### config.mk
export PLATFORM = sky130hd
export DESIGN_NAME = timer_ctrl
export DESIGN_NICKNAME = d
export VERILOG_FILES = /design/src/rtl/timer_pkg.sv /design/src/rtl/digit_carry_gen.sv /design/src/rtl/timer_ctrl.sv
export SDC_FILE = /design/constraint.sdc
export NUM_CORES = 1
export LEC_CHECK = 0
export ABC_AREA = 1
export BUFFER_PORTS_ARGS = -buffer_cell sky130_fd_sc_hd__buf_4
export CAP_MARGIN = 20
export CORE_UTILIZATION = 47
export CTS_CLUSTER_SIZE = 14
export DETAILED_ROUTE_END_ITERATION = 10
export PLACE_DENSITY = 0.91
export SYNTH_ARGS = -nofsm -noshare
export SYNTH_HDL_FRONTEND = slang
export SYNTH_SLANG_ARGS = --single-unit
### constraint.sdc
create_clock -name i_clk -period 3.4 [get_ports i_clk]
set_input_delay 0.51 -clock i_clk [delete_from_list [all_inputs] [get_ports i_clk]]
set_output_delay 0.51 -clock i_clk [all_outputs]
set_load 0.02 [all_outputs]
### src/rtl/timer_pkg.sv
// Shared types and constants for the MM:SS timer/stopwatch sequencing controller.
package timer_pkg;

  localparam int NUM_DIGITS = 4;

  typedef enum logic [1:0] {
    IDLE  = 2'd0,
    RUN   = 2'd1,
    PAUSE = 2'd2,
    DONE  = 2'd3
  } state_e;

  localparam logic MODE_SW  = 1'b0;
  localparam logic MODE_TMR = 1'b1;

  // Wrap value of each digit, {d3,d2,d1,d0}
  localparam logic [NUM_DIGITS*4-1:0] DIGIT_MAX = {4'd5, 4'd9, 4'd5, 4'd9};

endpackage

### src/rtl/digit_carry_gen.sv
// Carry/borrow enable mask for the digit chain: bit k is set when every lower
// digit sits at its wrap value (counting up) or at zero (counting down).
module digit_carry_gen
  import timer_pkg::*;
(
  input  logic [(NUM_DIGITS-1)*4-1:0] i_lower_vals,
  input  logic                        i_down,
  output logic [NUM_DIGITS-1:0]       o_en
);

  logic [NUM_DIGITS-2:0] at_edge;

  always_comb begin
    at_edge = '0;
    for (int k = 0; k < NUM_DIGITS-1; k++) begin
      at_edge[k] = i_down ? (i_lower_vals[4*k +: 4] == 4'd0)
                          : (i_lower_vals[4*k +: 4] == DIGIT_MAX[4*k +: 4]);
    end
  end

  assign o_en = {&at_edge[2:0], &at_edge[1:0], at_edge[0], 1'b1};

endmodule

### src/rtl/timer_ctrl.sv
// Start/pause/done sequencer driving per-digit up/down strobes for the MM:SS counter bank.
// Optional DONE blink of o_blank is built only when TIMER_DONE_BLINK_EN is defined.
//
//  state | meaning
//  IDLE  | stopped; digits may be set or cleared, mode is sampled on start
//  RUN   | ticks advance the digits in the latched direction
//  PAUSE | frozen; start resumes, clear returns to IDLE
//  DONE  | limit reached; only clear leaves
module timer_ctrl
  import timer_pkg::*;
#(
  parameter int DIGIT_W     = 4,
  parameter int BLINK_TICKS = 1
) (
  input  logic                          i_clk,
  input  logic                          i_reset,
  input  logic                          i_tick,
  input  logic                          i_mode,
  input  logic                          i_start_stop,
  input  logic                          i_clear,
  input  logic                          i_set_inc,
  input  logic [1:0]                    i_set_sel,
  input  logic [NUM_DIGITS*DIGIT_W-1:0] i_digit_vals,
  output logic [NUM_DIGITS-1:0]         o_cnt_up,
  output logic [NUM_DIGITS-1:0]         o_cnt_dwn,
  output logic                          o_digit_reset,
  output logic [NUM_DIGITS*DIGIT_W-1:0] o_max_count,
  output logic                          o_running,
  output logic                          o_done,
  output logic                          o_blank
);

  if (DIGIT_W != 4 || BLINK_TICKS < 1) begin : g_param_check
    $error("timer_ctrl: DIGIT_W must be 4 and BLINK_TICKS must be >= 1");
  end

  state_e                state_q, state_d;
  logic                  mode_q, mode_d;
  logic [NUM_DIGITS-1:0] cnt_up_q, cnt_up_d;
  logic [NUM_DIGITS-1:0] cnt_dwn_q, cnt_dwn_d;
  logic                  digit_reset_q, digit_reset_d;
  logic                  chk_q;
  logic [NUM_DIGITS-1:0] chain_en;
  logic                  digits_zero, digits_full, dwn_landed;

  digit_carry_gen u_carry (
    .i_lower_vals (i_digit_vals[(NUM_DIGITS-1)*4-1:0]),
    .i_down       (mode_q),
    .o_en         (chain_en)
  );

  assign digits_zero = (i_digit_vals == '0);
  assign digits_full = (i_digit_vals == DIGIT_MAX);
  // Digits settle one cycle after a down strobe, so zero is judged on the following cycle
  assign dwn_landed  = chk_q && (mode_q == MODE_TMR) && digits_zero;

  always_comb begin
    state_d       = state_q;
    mode_d        = mode_q;
    cnt_up_d      = '0;
    cnt_dwn_d     = '0;
    digit_reset_d = 1'b0;
    case (state_q)
      IDLE: begin
        if (i_clear) begin
          digit_reset_d = 1'b1;
        end else if (i_start_stop) begin
          if (!(i_mode == MODE_TMR && digits_zero)) begin
            state_d = RUN;
            mode_d  = i_mode;
          end
        end else if (i_set_inc) begin
          cnt_up_d = NUM_DIGITS'(1) << i_set_sel;
        end
      end
      RUN: begin
        if (dwn_landed) begin
          state_d = DONE;
        end else begin
          if (i_tick) begin
            if (mode_q == MODE_SW) begin
              if (digits_full) state_d = DONE;
              else             cnt_up_d = chain_en;
            end else begin
              if (digits_zero) state_d = DONE;
              else             cnt_dwn_d = chain_en;
            end
          end
          if (i_start_stop && state_d == RUN) state_d = PAUSE;
        end
      end
      PAUSE: begin
        if (i_clear) begin
          digit_reset_d = 1'b1;
          state_d       = IDLE;
        end else if (dwn_landed) begin
          state_d = DONE;
        end else if (i_start_stop) begin
          state_d = RUN;
        end
      end
      DONE: begin
        if (i_clear) begin
          digit_reset_d = 1'b1;
          state_d       = IDLE;
        end
      end
      default: state_d = IDLE;
    endcase
  end

  always_ff @(posedge i_clk or posedge i_reset) begin
    if (i_reset) begin
      state_q       <= IDLE;
      mode_q        <= MODE_SW;
      cnt_up_q      <= '0;
      cnt_dwn_q     <= '0;
      digit_reset_q <= 1'b0;
      chk_q         <= 1'b0;
    end else begin
      state_q       <= state_d;
      mode_q        <= mode_d;
      cnt_up_q      <= cnt_up_d;
      cnt_dwn_q     <= cnt_dwn_d;
      digit_reset_q <= digit_reset_d;
      chk_q         <= |cnt_dwn_q;
    end
  end

  assign o_cnt_up      = cnt_up_q;
  assign o_cnt_dwn     = cnt_dwn_q;
  assign o_digit_reset = digit_reset_q;
  assign o_max_count   = DIGIT_MAX;
  assign o_running     = (state_q == RUN);
  assign o_done        = (state_q == DONE);

`ifdef TIMER_DONE_BLINK_EN
  localparam int BLINK_W = (BLINK_TICKS > 1) ? $clog2(BLINK_TICKS) : 1;

  logic [BLINK_W-1:0] blink_cnt_q, blink_cnt_d;
  logic               blank_q, blank_d;

  always_comb begin
    blink_cnt_d = blink_cnt_q;
    blank_d     = blank_q;
    if (state_d != DONE) begin
      blink_cnt_d = '0;
      blank_d     = 1'b0;
    end else if (state_q != DONE) begin
      blink_cnt_d = BLINK_W'(BLINK_TICKS-1);
      blank_d     = 1'b1;
    end else if (i_tick) begin
      if (blink_cnt_q == '0) begin
        blink_cnt_d = BLINK_W'(BLINK_TICKS-1);
        blank_d     = ~blank_q;
      end else begin
        blink_cnt_d = blink_cnt_q - 1'b1;
      end
    end
  end

  always_ff @(posedge i_clk or posedge i_reset) begin
    if (i_reset) begin
      blink_cnt_q <= '0;
      blank_q     <= 1'b0;
    end else begin
      blink_cnt_q <= blink_cnt_d;
      blank_q     <= blank_d;
    end
  end

  assign o_blank = blank_q;
`else
  assign o_blank = 1'b0;
`endif

endmodule
==> results of run 1 <==
[synthesized netlist by cell type (3+ instances only)]
library cell	instances
dfrtp_1	13
nor2_1	17
inv_1	17
nand2_2	3
nor2_2	3
buf_4	17
nand2_1	31
nand3_1	6
inv_2	3
nor3_1	4
[layer usage]
layer,track usage,vias to the layer above,wire (um)
met5,0,-,0
li1,-,454,-
met2,0.319,45,839
met3,0.0115,2,101
met1,0.223,388,743
met4,0.103,0,14
[how the worst min path moves through the flow]
stage                                start                      to  slack [ns]  cells after the start
floorplan                          i_reset         chk_q$_DFF_PP0_        0.39                      1
global placement    o_cnt_dwn[2]$_DFF_PP0_         chk_q$_DFF_PP0_        0.45                      1
detailed placement  o_cnt_dwn[2]$_DFF_PP0_         chk_q$_DFF_PP0_        0.45                      1
CTS                                i_reset  state_q[1]$_DFFE_PP0P_        0.25                      2
global route                       i_reset  state_q[1]$_DFFE_PP0P_        0.28                      2
finish                             i_reset  state_q[1]$_DFFE_PP0P_        0.24                      2
[cells in the final DEF (no fill, tap or decap), types with 4 or more instances in the layout]
cell type	synthesis	final
dfrtp_1	13	13
conb_1	2	17
inv_1	17	17
nand2_1	31	31
nor3_1	4	4
buf_4	17	35
nand3_1	6	6
nor2_1	17	17
[critical path, delay by kind of cell, from the launching register on]
kind / cells / cell delay (ns)
simple gates: 1 / 0.12
buf+inv: 2 / 0.19
flops: 1 / 0.56
[logic make-up after synthesis]
group | Yosys count
other | 2
AO/OA/AOI/OAI | 10
AND/OR/NAND/NOR | 71
multiplexers | 1
buffers and inverters | 38
flip-flops | 13
[flip-flops by register name, summed over array words and instances, names as in the netlist]
signal         flops
o_cnt_up           4
mode_q             1
chk_q              1
o_digit_reset      1
state_q            2
o_cnt_dwn          4
[metrics by stage]
step | hold WS, ns | total power, mW
2_1_floorplan | 0.387 | 0.441
3_3_place_gp | 0.445 | 0.506
3_5_place_dp | 0.453 | 0.513
4_1_cts | 0.247 | 0.605
5_1_grt | 0.279 | 0.652
6_report | 0.239 | 0.601
[layout make-up]
type,instances,share of cell area
clock buffers,4,0.0219
inverters,20,0.0625
multi-input cells,99,0.400
flip-flops and latches,13,0.271
well taps,25,0.0260
repair buffers,35,0.219
[power groups by stage]
| stage | logic (mW) | registers (mW) | clock network [mW] |
|---|---|---|---|
| global placement | 0.272 | 0.234 | 0 |
| global route | 0.315 | 0.238 | 0.0991 |
| finish | 0.279 | 0.231 | 0.0915 |
| detailed placement | 0.280 | 0.234 | 0 |
| floorplan | 0.213 | 0.227 | 0 |
| CTS | 0.279 | 0.232 | 0.0942 |
==> impl_metrics.ini, run 1 <==
[place]
dpl.cell_count = 192
dpl_worst_slack_ns = 1.81
hpwl_um = 1470
io_buffers = 35
place_area_um2 = 1170
gp_congestion = 0.931

[routing]
wl_um = 1700
avgViaCountPerCell = 4.54
ant_nets = 0
vias = 889
routedWlPerCell_um = 8.67
drc = 0
drtIter0Drc = 13
drt_pass1_iterations = 4

[timing]
fmaxAchievable_ghz = 0.603
fin_ws_ns = 1.74
final_max_slew_viol_count = 0
fin_crit_sh = 0.488
clock_skew_ns = 0.00403
finalCriticalPeriod_ns = 1.66
setup-tns-final_ns = 0
rsz0062_at_grt = no
setup_viol = 0
hold_viol_final = 0

[setup_path]
r2r-start = state_q[1]$_DFFE_PP0P_
crit_arrival_ns = 1.15
path_cells = nand2_1, inv_1, buf_4
crit_path_max_fanout = 7
ff2ff_setup_slack_ns = 2.10
reg2reg_to = o_cnt_up[2]$_DFF_PP0_
cp-start-kind = register
endpoint = o_done
required_ns = 2.89
worst_path_max_delay_cell = dfrtp_1
crit_start = state_q[1]$_DFFE_PP0P_
critPathCaptureType = output pin
slowest_delay_ns = 0.56
worstSetupPathType = register to output pin
r2r_cells = 5

[layout]
n_fill_cell = 149
seq_area_um2 = 325
fin_area_um2 = 1200
fin_nets = 197
antenna_cells = 0
multi_input_comb_area_um2 = 480
drive_above_1_share = 0.304
fin_util = 0.660
layout-area-overhead-vs-synth_pct = 25.5
fin_cells = 196

[floorplanning]
fp.dieW_um = 47.1
die_area_um2 = 2220
rows = 15
start_util = 0.526
die-height_um = 47.1
ios = 53
coreArea_um2 = 1820

[global_route]
grt_pass1_vias = 752
grt_max_degree = 14
grt_pass1_wl_um = 2860
overflow = 0
antenna_found_initial = 0
grt.total_usage = 0.183

[clock_tree]
cts.path.max_buffers = 2
cts_resized = 0
cts_tree = built
holdBufCountCts = 0
cts.sinks = 13
post-cts-setup-buffer-count = 0
path_clk_slew_ns = 0.07
cts_buffers = 3
cts_root_buffer = clkbuf_4
clock_latency_ns = 0.27
htreeDepth = 1

[pwr]
power_frac_comb = 0.464
p_switching_uw = 263
seq_power_share = 0.384
switching_share = 0.437
power_density_nw_per_um2 = 501
clkPwrFrac = 0.152
p_leak_nw = 0.689
internal-power_uw = 338
ir_drop_uv = 251

[synth]
synth_edf_count = 0
ys_seq_area_frac = 0.340
async_flop_share = 1.00
yosysTopAreaCellShare = 0.340
synth_top_family_by_area = simple AND/OR/NAND/NOR gates
syn-instance-count = 135
synth_fa_ha_area_frac = 0
ys_warn_count = 0
synthSimpleGateAreaFrac = 0.352
ys.flop_type = dfrtp_1
synth_area_um2 = 957
ys_types = 26
synth_top_cell_by_area = dfrtp_1
synth_compound_area_frac = 0.0732
muxShareOfSynthArea = 0.0105
avgSynthCellArea_um2 = 7.09
ys_seq_elements = 13
synthXorXnorAreaFrac = 0
synth_area_leaders = dfrtp_1, buf_4, nand2_1, inv_1, nor2_1

[flow_run]
drv_cap = 0

[status]
outcome = complete, no violations

[worst_hold_path]
holdCritPathClass = input pin to async pin
(Power assumes the default switching activity.)
==> inputs of run 2 (changes only) <==
--- a/config.mk
+++ b/config.mk
@@ -8,10 +8,10 @@
 export ABC_AREA = 1
 export BUFFER_PORTS_ARGS = -buffer_cell sky130_fd_sc_hd__buf_4
 export CAP_MARGIN = 20
-export CORE_UTILIZATION = 47
+export CORE_UTILIZATION = 44
 export CTS_CLUSTER_SIZE = 14
 export DETAILED_ROUTE_END_ITERATION = 10
-export PLACE_DENSITY = 0.91
+export PLACE_DENSITY = 0.86
 export SYNTH_ARGS = -nofsm -noshare
 export SYNTH_HDL_FRONTEND = slang
 export SYNTH_SLANG_ARGS = --single-unit
==> constraint.sdc (replaced) <==
create_clock -name i_clk -period 1.6 [get_ports i_clk]
set_input_delay 0.24 -clock i_clk [delete_from_list [all_inputs] [get_ports i_clk]]
set_output_delay 0.24 -clock i_clk [all_outputs]
set_load 0.02 [all_outputs]
==> run 2 against run 1 <==
Effect of this change: via count is 0.79% lower; clock-buffer cell count stayed put; register-to-register slack worse by 1.9 ns; design area is 1.0% higher; setup slack worse by 1.5 ns; combinational power is 120% higher; clock skew hardly changed; final cell count is 1.5% higher; die area is 6.5% higher; critical path depth stayed put; largest cell class unchanged.
==> impl_metrics.ini, run 2 (synthesis results as in run 1) <==
[status]
outcome = complete, no violations

[setup_path]
r2r_cells = 6
ff2ff_setup_slack_ns = 0.25
slowest_delay_ns = 0.55
crit_arrival_ns = 1.13
required_ns = 1.36
cp-start-kind = register
path_cells = nand2_1, inv_1, buf_4
crit_path_max_fanout = 7
worstSetupPathType = register to output pin
critPathCaptureType = output pin
r2r-start = mode_q$_DFFE_PP0P_
reg2reg_to = o_cnt_up[3]$_DFF_PP0_
worst_path_max_delay_cell = dfrtp_1

[layout]
fin_util = 0.606
n_fill_cell = 186
multi_input_comb_area_um2 = 480
layout-area-overhead-vs-synth_pct = 26.8
antenna_cells = 0
layout_common_cells = buf_4, nand2_1, nor2_1, inv_1, conb_1
layout_commonest_cell = buf_4
drive_above_1_share = 0.302
seq_area_um2 = 325
fin_nets = 198

[global_route]
overflow = 0
use_met1 = 0.173
grt.total_usage = 0.172
grt.met3_usage = 0.0189
antenna_found_initial = 0
grt_pass1_wl_um = 3120
grt_max_degree = 14
top_usage_layer = met2
grtUsageMet2 = 0.331
grt_pass1_vias = 812

[timing]
clock_skew_ns = 0.00370
finalCriticalPeriod_ns = 1.37
final_max_slew_viol_count = 0
rsz0062_at_grt = no
fmaxAchievable_ghz = 0.729
fin_crit_sh = 0.857
setup_viol = 0
hold_viol_final = 0
setup-tns-final_ns = 0

[floorplanning]
die-height_um = 48.6
start_util = 0.478
coreArea_um2 = 2000
fp.dieW_um = 48.6
ios = 53
rows = 16
die_area_um2 = 2370

[routing]
ant_nets = 0
drc = 0
wl_um = 1790
vias = 882
drtIter0Drc = 12
routedWlPerCell_um = 8.98
avgViaCountPerCell = 4.43
drt_pass1_iterations = 5

[place]
gp_congestion = 0.805
io_buffers = 35
hpwl_um = 1540

[worst_hold_path]
worstHoldStart = i_mode
hold_end = mode_q$_DFFE_PP0P_
holdCritPathClass = input pin to register
whs_path_depth = 3

[clock_tree]
htreeDepth = 1
clock_latency_ns = 0.27
cts.path.max_buffers = 2
path_clk_slew_ns = 0.07
cts.sinks = 13
cts_tree = built
cts_buffers = 3
cts_root_buffer = clkbuf_4

[pwr]
power_density_nw_per_um2 = 1050
p_leak_nw = 0.693
ir_drop_uv = 528

[flow_run]
drv_cap = 0
## run 2: metrics by stage
step / setup slack, ns / instances / power, mW / cell area, um2 / hold slack (ns)
final: 0.228 / 199 / 1.28 / 1210 / 0.243
after global routing: 0.0820 / 199 / 1.38 / 1210 / 0.253
after CTS: 0.204 / 199 / 1.29 / 1210 / 0.229
after detailed placement: 0.242 / 194 / 1.10 / 1180 / 0.268
after global placement: 0.326 / 194 / 1.08 / 1180 / 0.266
after floorplan: 0.430 / 150 / 0.937 / 1010 / 0.117
## run 2: timing repair
action	4_1_cts	5_1_grt
hold buffers	1	0
buffers inserted	0	0
resized for setup	0	0
hold endpoints to repair	13	0
## run 2: how the worst max path moves through the flow
stage                           startpoint                     end  slack (ns)  depth (start not counted)
floorplan           state_q[1]$_DFFE_PP0P_  o_cnt_dwn[3]$_DFF_PP0_        0.43                          6
global placement           i_digit_vals[1]  state_q[0]$_DFFE_PP0P_        0.33                         12
detailed placement         i_digit_vals[1]  state_q[0]$_DFFE_PP0P_        0.24                         10
CTS                 state_q[1]$_DFFE_PP0P_                  o_done        0.20                          3
global route        state_q[1]$_DFFE_PP0P_                  o_done        0.08                          3
finish              state_q[1]$_DFFE_PP0P_                  o_done        0.23                          3
## run 2: worst max-delay path: cells and delay by family, from the launching register on
family / cells / cell delay (ns)
buf+inv: 2 / 0.19
flops: 1 / 0.55
simple gates: 1 / 0.11
## run 2: final cells by class
| class | count | share of cell area |
|---|---|---|
| Clock buffer | 4 | 0.0216 |
| Sequential cell | 13 | 0.268 |
| Tap cell | 27 | 0.0278 |
| Timing Repair Buffer | 36 | 0.225 |
| Multi-Input combinational cell | 99 | 0.396 |
| Inverter | 20 | 0.0619 |
## run 2: power by group
group	total, mW	internal, mW	switching [mW]
Clock	0.188	0.0965	0.0911
Combinational	0.601	0.230	0.370
Sequential	0.491	0.394	0.0964
## run 2: metal layers
layer,wire [um],part of all wire
met1,666,0.37
met2,954,0.53
met3,105,0.059
met4,62,0.035
met5,0,0
